File: config.mk
export PLATFORM = sky130hd
export DESIGN_NAME = nand4_bist_ctrl
export DESIGN_NICKNAME = d
export VERILOG_FILES = /design/src/rtl/nand4_bist_pkg.sv /design/src/rtl/nand4_pat_gen.sv /design/src/rtl/nand4_bist_ctrl.sv
export SDC_FILE = /design/constraint.sdc
export NUM_CORES = 1
export LEC_CHECK = 0
export ABC_CLOCK_PERIOD_IN_PS = 5300
export CORE_ASPECT_RATIO = 1.4
export CORE_MARGIN = 4
export CORE_UTILIZATION = 56
export DETAILED_ROUTE_END_ITERATION = 7
export MAX_ROUTING_LAYER = met4
export PLACE_DENSITY = 0.82
export SETUP_SLACK_MARGIN = 0.5
export SYNTH_ARGS = -nofsm -noshare
export SYNTH_HDL_FRONTEND = slang
export SYNTH_HIERARCHICAL = 1
export SYNTH_SLANG_ARGS = --single-unit
File: constraint.sdc
create_clock -name clk -period 5.3 [get_ports clk]
set_clock_uncertainty 0.15 [all_clocks]
set_input_delay 1.06 -clock clk [delete_from_list [all_inputs] [get_ports clk]]
set_output_delay 1.06 -clock clk [all_outputs]
set_load 0.005 [all_outputs]
File: src/rtl/nand4_bist_pkg.sv
// Shared definitions for the NAND4 self-test sequencer: state encoding and
// default configuration constants.
package nand4_bist_pkg;

  typedef enum logic [1:0] {
    ST_IDLE  = 2'd0,
    ST_APPLY = 2'd1,
    ST_CHECK = 2'd2,
    ST_DONE  = 2'd3
  } bist_state_e;

  // Default settle time (cycles each pattern is held before sampling).
  localparam int DEF_SETTLE = 2;
  // Default width of the saturating mismatch counter.
  localparam int DEF_ERR_W  = 8;
  // Settle counter width; covers the legal SETTLE range 1..15.
  localparam int SETTLE_W   = 4;

endpackage : nand4_bist_pkg

File: src/rtl/nand4_pat_gen.sv
// Pattern counter plus settle down-counter for the NAND4 self-test.
// load restarts at pattern 0, advance steps to the next pattern; both reload
// the settle counter with SETTLE-1. Otherwise the settle counter counts down
// to zero and then holds there.
module nand4_pat_gen
  import nand4_bist_pkg::*;
#(
  parameter int WIDTH  = 4,
  parameter int SETTLE = DEF_SETTLE
) (
  input  logic             clk,
  input  logic             rst_n,
  input  logic             load,
  input  logic             advance,
  output logic [WIDTH-1:0] pat,
  output logic             last_pat,
  output logic             settle_zero
);

  localparam logic [SETTLE_W-1:0] SETTLE_RELOAD = SETTLE_W'(SETTLE - 1);

  logic [SETTLE_W-1:0] settle_q;

  // Pattern register and settle down-counter.
  always_ff @(posedge clk or negedge rst_n) begin
    if (!rst_n) begin
      pat      <= '0;
      settle_q <= '0;
    end else if (load) begin
      pat      <= '0;
      settle_q <= SETTLE_RELOAD;
    end else if (advance) begin
      pat      <= pat + WIDTH'(1);
      settle_q <= SETTLE_RELOAD;
    end else if (settle_q != '0) begin
      settle_q <= settle_q - SETTLE_W'(1);
    end
  end

  assign last_pat    = &pat;
  assign settle_zero = (settle_q == '0);

endmodule : nand4_pat_gen

File: src/rtl/nand4_bist_ctrl.sv
// Self-test sequencer for a 4-input NAND gate. Walks every input pattern,
// holds each one for SETTLE cycles, samples the gate output in a CHECK cycle
// and accumulates a saturating mismatch count plus the first failing pattern.
//
// Control semantics: start is a single-cycle request sampled only in IDLE
// (ignored elsewhere, never queued); abort is sampled only in APPLY/CHECK and
// returns to IDLE without a done pulse. start wins over abort in IDLE.
// done is a one-cycle pulse; pass/err_cnt/fail_* stay valid until the next
// start or reset.
module nand4_bist_ctrl
  import nand4_bist_pkg::*;
#(
  parameter int WIDTH  = 4,
  parameter int SETTLE = DEF_SETTLE,
  parameter int ERR_W  = DEF_ERR_W
) (
  input  logic             clk,
  input  logic             rst_n,
  input  logic             start,
  input  logic             abort,
  output logic [WIDTH-1:0] dut_a,
  input  logic             dut_y,
  output logic             busy,
  output logic             done,
  output logic             pass,
  output logic [ERR_W-1:0] err_cnt,
  output logic             fail_valid,
  output logic [WIDTH-1:0] fail_pat
);

  // Configuration guard: the settle counter only covers 1..15.
  if (SETTLE < 1 || SETTLE > 15) begin : g_bad_settle
    $error("nand4_bist_ctrl: SETTLE=%0d outside legal range 1..15", SETTLE);
  end

  bist_state_e state_q;
  bist_state_e state_d;

  logic             pg_load;
  logic             pg_advance;
  logic             last_pat;
  logic             settle_zero;
  logic             start_run;
  logic             mismatch;
  logic [ERR_W-1:0] err_next;

  nand4_pat_gen #(
    .WIDTH  (WIDTH),
    .SETTLE (SETTLE)
  ) u_pat_gen (
    .clk         (clk),
    .rst_n       (rst_n),
    .load        (pg_load),
    .advance     (pg_advance),
    .pat         (dut_a),
    .last_pat    (last_pat),
    .settle_zero (settle_zero)
  );

  // A mismatch is only meaningful in the CHECK cycle, against the ideal NAND.
  assign start_run = (state_q == ST_IDLE) && start;
  assign mismatch  = (state_q == ST_CHECK) && (dut_y != ~(&dut_a));

  // Next error count, saturating at all-ones; also feeds the pass decision.
  always_comb begin
    err_next = err_cnt;
    if (mismatch && (err_cnt != '1)) begin
      err_next = err_cnt + ERR_W'(1);
    end
  end

  // Next-state and pattern generator control.
  always_comb begin
    state_d    = state_q;
    pg_load    = 1'b0;
    pg_advance = 1'b0;
    case (state_q)
      ST_IDLE: begin
        if (start) begin
          state_d = ST_APPLY;
          pg_load = 1'b1;
        end
      end
      ST_APPLY: begin
        if (abort) begin
          state_d = ST_IDLE;
        end else if (settle_zero) begin
          state_d = ST_CHECK;
        end
      end
      ST_CHECK: begin
        if (abort) begin
          state_d = ST_IDLE;
        end else if (last_pat) begin
          state_d = ST_DONE;
        end else begin
          state_d    = ST_APPLY;
          pg_advance = 1'b1;
        end
      end
      ST_DONE: begin
        state_d = ST_IDLE;
      end
      default: begin
        state_d = ST_IDLE;
      end
    endcase
  end

  // State register.
  always_ff @(posedge clk or negedge rst_n) begin
    if (!rst_n) begin
      state_q <= ST_IDLE;
    end else begin
      state_q <= state_d;
    end
  end

  // Registered status flags derived from the upcoming state.
  always_ff @(posedge clk or negedge rst_n) begin
    if (!rst_n) begin
      busy <= 1'b0;
      done <= 1'b0;
    end else begin
      busy <= (state_d == ST_APPLY) || (state_d == ST_CHECK);
      done <= (state_d == ST_DONE);
    end
  end

  // Result registers: cleared on a new run, updated on each mismatch; the
  // pass verdict is taken from the count including the final CHECK.
  always_ff @(posedge clk or negedge rst_n) begin
    if (!rst_n) begin
      err_cnt    <= '0;
      fail_valid <= 1'b0;
      fail_pat   <= '0;
      pass       <= 1'b0;
    end else if (start_run) begin
      err_cnt    <= '0;
      fail_valid <= 1'b0;
      fail_pat   <= '0;
      pass       <= 1'b0;
    end else begin
      err_cnt <= err_next;
      if (mismatch && !fail_valid) begin
        fail_valid <= 1'b1;
        fail_pat   <= dut_a;
      end
      if ((state_q == ST_CHECK) && (state_d == ST_DONE)) begin
        pass <= (err_next == '0);
      end
    end
  end

endmodule : nand4_bist_ctrl
==> flow_summary.json, run 1 <==
{
  "syn_area_sq_mm": 0.00144,
  "cts.sinks": 26,
  "ctsResizeCount": 0,
  "whs_ps": 383,
  "timing.rr.end": "u_pat_gen/pat[3]",
  "design.die.area_sq_mm": 0.00346,
  "synth_top_area_frac": 0.452,
  "rr_startpoint": "u_pat_gen/pat[0]",
  "cts_buffers": 3,
  "fin_crit_ps": 2900,
  "fillers": 203,
  "synth_edf_count": 0,
  "fin_util": 0.709,
  "critPathCaptureType": "flip-flop",
  "hp-class": "reg -> reg",
  "async_reset_ff_frac": 1.00,
  "slew_violations": 0,
  "fmax_ghz": 0.345,
  "finalSetupTns_ps": 0,
  "dp.cells": 197,
  "p_leak_nw": 0.701,
  "placedInstanceArea_sq_mm": 0.00169,
  "rsz0062_at_grt": "false",
  "dp.final_hpwl_mm": 2.08,
  "yosys-top-cells-area": "dfrtp_1 (45%), ha_1 (4.3%), nand2_1 (3.6%)",
  "wl_per_cell_um": 13.7,
  "postSynthAreaPerCell_sq_um": 9.93,
  "cts-root-buf": "clkbuf_4",
  "synthFlopType": "dfrtp_1",
  "dieWidth_um": 50.9,
  "seqPwrFrac": 0.527,
  "core_sq_mm": 0.00242,
  "ys_seq_area_frac": 0.452,
  "path_class": "in -> reg",
  "p_sw_frac": 0.327,
  "clockBufferDepth": 2,
  "cts_tree": "done",
  "hold_buffers": 0,
  "fin_crit_sh": 0.547,
  "finalNonFillerCells": 200,
  "comb_power_share": 0.307,
  "r2r_cells": 5,
  "routabilityCongestion": 0.778,
  "grt_pass1_wl_mm": 4.78,
  "clk_latency_ps": 310,
  "core.rowCount": 21,
  "post_cts_buffers": 0,
  "port_buffers": 24,
  "antenna_cells": 0,
  "die_h_um": 68.0,
  "switchingPower_mw": 0.159,
  "endpoint": "u_pat_gen/pat[3]",
  "crit_fanout": 10,
  "synth_warnings": 6,
  "finalNetCount": 178,
  "grt.overflow.total": 0,
  "startpoint": "abort",
  "cp.required_ps": 5360,
  "pre_cts_ws_ps": 2050,
  "firstDrtPassIters": 4,
  "final_common_cell": "dfrtp_1",
  "critPathLaunchType": "input port",
  "detail_route.iter0.violations": 25,
  "grt_pass1_vias": 1150,
  "final_cell_mix": "dfrtp_1 (26), clkdlybuf4s50_1 (24), nand2_1 (14), nor2_1 (13), o21ai_0 (7)",
  "setup_viol": 0,
  "power_mw": 0.486,
  "synth.distinct_cells": 44,
  "vias": 1123,
  "arrival_ps": 2960,
  "worst_pin_slew_ps": 1150,
  "maxSlewHeadroom": 0.231,
  "ios": 25,
  "cap_violations": 0,
  "clock_power_share": 0.165,
  "r2r_slack_ps": 2770,
  "grt_use_total": 0.185,
  "antenna_found_initial": 0,
  "viasPerCell": 5.62,
  "drc": 0,
  "initial_core_util": 0.596,
  "syn_inst": 145,
  "p_per_area_mw_per_mm2": 283,
  "clk_pin_slew_ps": 130,
  "hold_viol_final": 0,
  "drive_gt1_frac": 0.108,
  "fin_ws_ps": 2400,
  "yosysTopAreaCell": "dfrtp_1",
  "final_area_sq_mm": 0.00171,
  "synthToLayoutAreaGrowth_pct": 19.0,
  "ir_drop_mv": 0.263,
  "postRouteWirelength_mm": 2.74,
  "cts.htree.levels": 1,
  "status": "completed",
  "grt_max_degree": 27,
  "syn_nets": 155,
  "p_int_mw": 0.327,
  "ys_ff_latch": 26,
  "antenna_left": 0
}
-- critical path: stages --
cell             delay, ps
clkdlybuf4s50_1        470
nor3b_1                930
nand4_1                180
mux2_2                 320
-- layer usage --
| metal | vias to the layer above | GRT usage | part of all wire |
|---|---|---|---|
| met2 | 19 | 0.353 | 0.55 |
| li1 | 549 | - | - |
| met5 | - | - | 0 |
| met3 | 4 | 0.0131 | 0.025 |
| met1 | 551 | 0.196 | 0.41 |
| met4 | 0 | 0.0808 | 0.014 |
-- sequential cells by signal, indices dropped and copies added (netlist names) --
signal              count
u_pat_gen/pat           4
pass                    1
done                    1
err_cnt                 8
u_pat_gen/settle_q      4
busy                    1
fail_pat                4
state_q                 2
fail_valid              1
-- cell usage after synthesis, types with 3 or more instances --
master and instances:
xor2_1 4, nor3b_1 3, xnor2_1 5, ha_1 5, nand4_1 6, a21oi_1 5
nor3_1 6, dfrtp_1 26, inv_1 5, nand2_1 14, mux2i_1 4, nand3b_1 3
o21ai_0 7, clkbuf_1 4, o31ai_1 3, nor2_1 13
-- area by class of cell --
| type | instances | area (sq um) | area share |
|---|---|---|---|
| multi-input cells | 107 | 736 | 0.429 |
| flip-flops and latches | 26 | 651 | 0.380 |
| repair buffers | 24 | 240 | 0.140 |
| well taps | 34 | 42.5 | 0.0248 |
| clock buffers | 3 | 22.5 | 0.0131 |
| inverters | 6 | 22.5 | 0.0131 |
-- worst min path at each step --
stage                 from     endpoint  slack (ps)  depth (start not counted)
4_1_cts        fail_pat[0]  fail_pat[0]         390                          2
3_5_place_dp   fail_pat[0]  fail_pat[0]         370                          2
2_1_floorplan         pass         pass         360                          2
6_report       fail_pat[0]  fail_pat[0]         380                          2
3_3_place_gp          pass         pass         360                          2
5_1_grt        fail_pat[0]  fail_pat[0]         420                          2
-- power by group through the flow --
stage,Combinational [mW],Sequential (mW),Clock (mW)
2_1_floorplan,0.106,0.252,0
3_3_place_gp,0.143,0.256,0
3_5_place_dp,0.152,0.259,0
4_1_cts,0.152,0.255,0.0830
5_1_grt,0.165,0.262,0.0913
6_report,0.149,0.256,0.0803
-- logic make-up after synthesis --
group	count (synthesis)	share of synthesized area
xor+xnor	9	0.0547
compound gates	19	0.0808
flops	26	0.452
fa+ha+maj	5	0.0434
buf+inv	12	0.0374
simple gates	67	0.273
mux	7	0.0591
No activity file was read; power rests on OpenSTA's default activity.
==> run 2, diff against run 1 <==
--- a/config.mk
+++ b/config.mk
@@ -5,13 +5,13 @@
 export SDC_FILE = /design/constraint.sdc
 export NUM_CORES = 1
 export LEC_CHECK = 0
-export ABC_CLOCK_PERIOD_IN_PS = 5300
+export ABC_CLOCK_PERIOD_IN_PS = 2450
 export CORE_ASPECT_RATIO = 1.4
 export CORE_MARGIN = 4
-export CORE_UTILIZATION = 56
+export CORE_UTILIZATION = 47
 export DETAILED_ROUTE_END_ITERATION = 7
 export MAX_ROUTING_LAYER = met4
-export PLACE_DENSITY = 0.82
+export PLACE_DENSITY = 0.73
 export SETUP_SLACK_MARGIN = 0.5
 export SYNTH_ARGS = -nofsm -noshare
 export SYNTH_HDL_FRONTEND = slang
==> constraint.sdc (replaced) <==
create_clock -name clk -period 2.45 [get_ports clk]
set_clock_uncertainty 0.15 [all_clocks]
set_input_delay 0.49 -clock clk [delete_from_list [all_inputs] [get_ports clk]]
set_output_delay 0.49 -clock clk [all_outputs]
set_load 0.005 [all_outputs]
==> flow_summary.json, run 2 (same netlist as run 1, synthesis figures left out) <==
{
  "critPathLaunchType": "flip-flop",
  "hp-class": "reg -> reg",
  "cp_slowest_stage_delay_ps": 480,
  "antenna_found_initial": 0,
  "clk_pin_slew_ps": 80,
  "antenna_cells": 0,
  "final_common_cell": "clkdlybuf4s50_1",
  "grt_pass1_wl_mm": 4.90,
  "initial_core_util": 0.495,
  "cp.required_ps": 2490,
  "pre_cts_ws_ps": 80.1,
  "slew_violations": 0,
  "wl_met2_mm": 1.64,
  "fin_util": 0.639,
  "path_cells": "inv_2 -> ha_2 -> nor3b_4 -> or4b_4 -> o21ai_2 -> ha_2 -> and2_4 -> nand4_1 -> o21ai_1",
  "crit_slowest_cell": "or4b_4",
  "die_h_um": 73.5,
  "r2r_cells": 9,
  "design.die.area_sq_mm": 0.00403,
  "r2r_slack_ps": 380,
  "port_buffers": 24,
  "cts-root-buf": "clkbuf_8",
  "vias": 1141,
  "largest_register_ffs": 8,
  "finalNetCount": 188,
  "fin_crit_sh": 0.846,
  "cap_violations": 0,
  "setup_viol": 0,
  "startpoint": "u_pat_gen/settle_q[0]",
  "timing.rr.end": "pass",
  "largest_register": "err_cnt",
  "grt.overflow.total": 0,
  "firstDrtPassIters": 4,
  "cts.htree.levels": 1,
  "rr_startpoint": "u_pat_gen/settle_q[0]",
  "cts_tree": "done",
  "crit_fanout": 3,
  "dp.final_hpwl_mm": 2.14,
  "detail_route.iter0.violations": 21,
  "clockBufferDepth": 2,
  "drc": 0,
  "hold_buffers": 0,
  "grt_use_total": 0.165,
  "final_area_sq_mm": 0.00186,
  "crit_path_frequent_cell": "ha_2",
  "finalNonFillerCells": 213,
  "routabilityCongestion": 0.734,
  "fmax_ghz": 0.482,
  "endpoint": "pass",
  "dieWidth_um": 54.8,
  "rsz0062_at_grt": "true",
  "maxSlewHeadroom": 0.740,
  "p_leak_nw": 0.749,
  "arrival_ps": 2110,
  "wl_per_cell_um": 13.8,
  "finalSetupTns_ps": 0,
  "crit_buf_inv": 1,
  "worst_pin_slew_ps": 381,
  "met3_length_um": 87,
  "p_per_area_mw_per_mm2": 642,
  "ios": 25,
  "cts_buffers": 3,
  "synthToLayoutAreaGrowth_pct": 28.9,
  "ir_drop_mv": 0.458,
  "wl_met1_mm": 1.21,
  "cts.sinks": 26,
  "core.rowCount": 23,
  "core_sq_mm": 0.00291,
  "final_cell_mix": "clkdlybuf4s50_1 (23), dfrtp_1 (21), nand2_1 (14), nor2_1 (12), buf_4 (10)",
  "power_mw": 1.19,
  "hold_viol_final": 0,
  "antenna_left": 0,
  "fin_ws_ps": 377,
  "postRouteWirelength_mm": 2.95,
  "dp.cells": 205,
  "whs_ps": 393,
  "path_delay_family": "simple AND/OR/NAND/NOR gates",
  "status": "completed",
  "top_layer": "met4",
  "path_class": "reg -> reg",
  "drive_gt1_frac": 0.227,
  "critPathCaptureType": "flip-flop",
  "grt_max_degree": 27,
  "fin_crit_ps": 2070,
  "grt_pass1_vias": 1123,
  "clk_latency_ps": 260,
  "cp.depth": 9,
  "placedInstanceArea_sq_mm": 0.00175,
  "viasPerCell": 5.36
}
==> run 2: cell types whose count changed in the layout (fill, tap and decap cells not counted), sizes merged <==
| cell | previous run | this run |
|---|---|---|
| dlygate4sd2 | 0 | 1 |
| buf | 0 | 10 |
| clkdlybuf4s50 | 24 | 23 |
==> run 2: worst min-delay path, stage by stage (launching register included) <==
cell	delay [ps]
dfrtp_1	390
nand2_1	60
o21ai_0	60
==> run 2: how the worst min path moves through the flow <==
stage                startpoint     endpoint  slack [ps]  cells past startpoint
floorplan                 rst_n         busy          40                      0
global placement           pass         pass         360                      2
detailed placement  fail_pat[0]  fail_pat[0]         380                      2
CTS                 fail_pat[0]  fail_pat[0]         390                      2
global route               pass         pass         410                      2
finish              fail_pat[2]  fail_pat[2]         390                      2
==> run 2: where the power goes <==
part | switching (mW) | internal [mW] | leakage, nW | total [mW]
clock | 0.119 | 0.110 | 0.0216 | 0.229
combinational | 0.186 | 0.225 | 0.382 | 0.411
sequential | 0.0657 | 0.487 | 0.345 | 0.553
==> run 2: routing by layer <==
layer / GRT usage / up-vias
met4: 0.0332 / 0
li1: - / 568
met5: - / -
met2: 0.287 / 18
met1: 0.198 / 553
met3: 0.0243 / 2
==> run 2: repair_timing <==
| action | CTS | global route |
|---|---|---|
| gates resized for setup | 4 | 8 |
| pin swaps | 1 | 0 |
| endpoints found under the setup margin | 8 | 25 |
| buffers inserted | 4 | 1 |
==> run 2: layout make-up <==
cell class	count	area [sq um]
clock buffer	3	41.3
fill	242	1050
inverter	6	25.0
multi-input combinational	107	773
sequential	26	657
tap	37	46.3
timing repair buffer	34	314
==> run 3, diff against run 2 <==
--- a/config.mk
+++ b/config.mk
@@ -5,7 +5,7 @@
 export SDC_FILE = /design/constraint.sdc
 export NUM_CORES = 1
 export LEC_CHECK = 0
-export ABC_CLOCK_PERIOD_IN_PS = 2450
+export ABC_CLOCK_PERIOD_IN_PS = 1900
 export CORE_ASPECT_RATIO = 1.4
 export CORE_MARGIN = 4
 export CORE_UTILIZATION = 47
==> constraint.sdc (replaced) <==
create_clock -name clk -period 1.9 [get_ports clk]
set_clock_uncertainty 0.15 [all_clocks]
set_input_delay 0.38 -clock clk [delete_from_list [all_inputs] [get_ports clk]]
set_output_delay 0.38 -clock clk [all_outputs]
set_load 0.005 [all_outputs]
==> flow_summary.json, run 3 (same netlist as run 1, synthesis figures left out) <==
{
  "status": "finished with violations",
  "violations": "setup timing",
  "design.die.area_sq_mm": 0.00403,
  "hp-class": "in -> async",
  "path_class": "reg -> reg",
  "fin_ws_ps": -192,
  "drive_gt1_frac": 0.598,
  "antenna_found_initial": 0,
  "vias": 1506,
  "die_h_um": 73.5,
  "hold_viol_final": 0,
  "whs_ps": 316,
  "grt_use_total": 0.255,
  "dp.final_hpwl_mm": 2.50,
  "rsz0062_at_grt": "true",
  "power_mw": 2.37,
  "critPathCaptureType": "flip-flop",
  "fmax_ghz": 0.478,
  "clockBufferDepth": 2,
  "finalNetCount": 245,
  "critPathLaunchType": "flip-flop",
  "dieWidth_um": 54.8,
  "postRouteWirelength_mm": 4.92,
  "grt.overflow.total": 0,
  "initial_core_util": 0.495,
  "fin_crit_sh": 1.10,
  "worst_pin_slew_ps": 352,
  "final_common_cell": "buf_4",
  "cts-root-buf": "clkbuf_8",
  "hold_buffers": 0,
  "ir_drop_mv": 0.857,
  "setup_viol": 3,
  "cts.sinks": 26,
  "final_cell_mix": "buf_4 (45), buf_6 (29), dfrtp_1 (22), nand2_1 (12), nor2_1 (11)",
  "cts.htree.levels": 1,
  "cts_buffers": 3,
  "grt_max_degree": 27,
  "viasPerCell": 5.56,
  "maxSlewHeadroom": 0.766,
  "grt_pass1_wl_mm": 7.03,
  "slew_violations": 0,
  "antenna_left": 0,
  "crit_fanout": 2,
  "drc": 0,
  "fin_crit_ps": 2090,
  "cap_violations": 0,
  "routabilityCongestion": 0.825,
  "wl_per_cell_um": 18.2,
  "cp.required_ps": 1960,
  "largest_register_ffs": 8,
  "cts_tree": "done",
  "arrival_ps": 2150,
  "ios": 25,
  "synthToLayoutAreaGrowth_pct": 77.2,
  "largest_register": "err_cnt",
  "r2r_slack_ps": -190,
  "fin_util": 0.878,
  "core_sq_mm": 0.00291,
  "clk_latency_ps": 280,
  "port_buffers": 24,
  "core.rowCount": 23,
  "firstDrtPassIters": 4,
  "grt_pass1_vias": 1526,
  "clk_pin_slew_ps": 100,
  "antenna_cells": 0,
  "p_leak_nw": 1.16,
  "p_per_area_mw_per_mm2": 927,
  "r2r_cells": 9,
  "detail_route.iter0.violations": 56
}
## run 3: worst paths after layout
| kind | from | to |
|---|---|---|
| setup / recovery | u_pat_gen/settle_q[0] | pass |
| hold / removal | rst_n | u_pat_gen/settle_q[3] |
| setup reg to reg | u_pat_gen/settle_q[0] | pass |
| hold reg to reg | fail_pat[0] | fail_pat[0] |
| max in group asynchronous | rst_n | err_cnt[0] |
| min in group clk | fail_pat[0] | fail_pat[0] |
## run 3: repair_timing
item                                    in CTS  in global routing
gates resized for setup                    110                 16
endpoints found under the setup margin      46                 39
setup buffers                               29                 12
pin swaps                                   20                  8
## run 3: worst max-delay path: stages (launching register included)
cell and delay, ps:
dfrtp_1 390, inv_2 70, ha_4 150, nor3b_4 150
or4b_4 510, o21ai_4 100, ha_4 150, and2_4 130
nand4_1 90, o21ai_1 140
## run 3: metal layers
metal  global-route usage  routed length (um)  up-vias  part of all wire
li1                     -                   -      688                 -
met1                0.264                1760      758              0.36
met2                0.451                2840       45              0.58
met3               0.0243                 138       15             0.028
met4                0.136                 186        0             0.038
met5                    -                   0        -                 0
## run 3: through the flow
step / instances / TNS [ps] / setup WS [ps] / cell area [sq um]
floorplan: 145 / -114 / -114 / 1570
global placement: 226 / -2070 / -248 / 1990
detailed placement: 226 / -2580 / -281 / 1990
CTS: 259 / -173 / -144 / 2420
global route: 271 / -827 / -279 / 2550
finish: 271 / -392 / -192 / 2550
## run 3: layout make-up
type,count,area [sq um]
sequential,26,656
inverter,6,30.0
timing repair buffer,91,782
clock buffer,3,41.3
clock inverter,1,30.0
tap,37,46.3
fill,136,354
multi-input combinational,107,967
## run 3: power by group
part / internal (mW) / switching (mW) / total (mW)
Combinational: 0.692 / 0.483 / 1.17
Clock: 0.282 / 0.192 / 0.475
Sequential: 0.631 / 0.0863 / 0.717
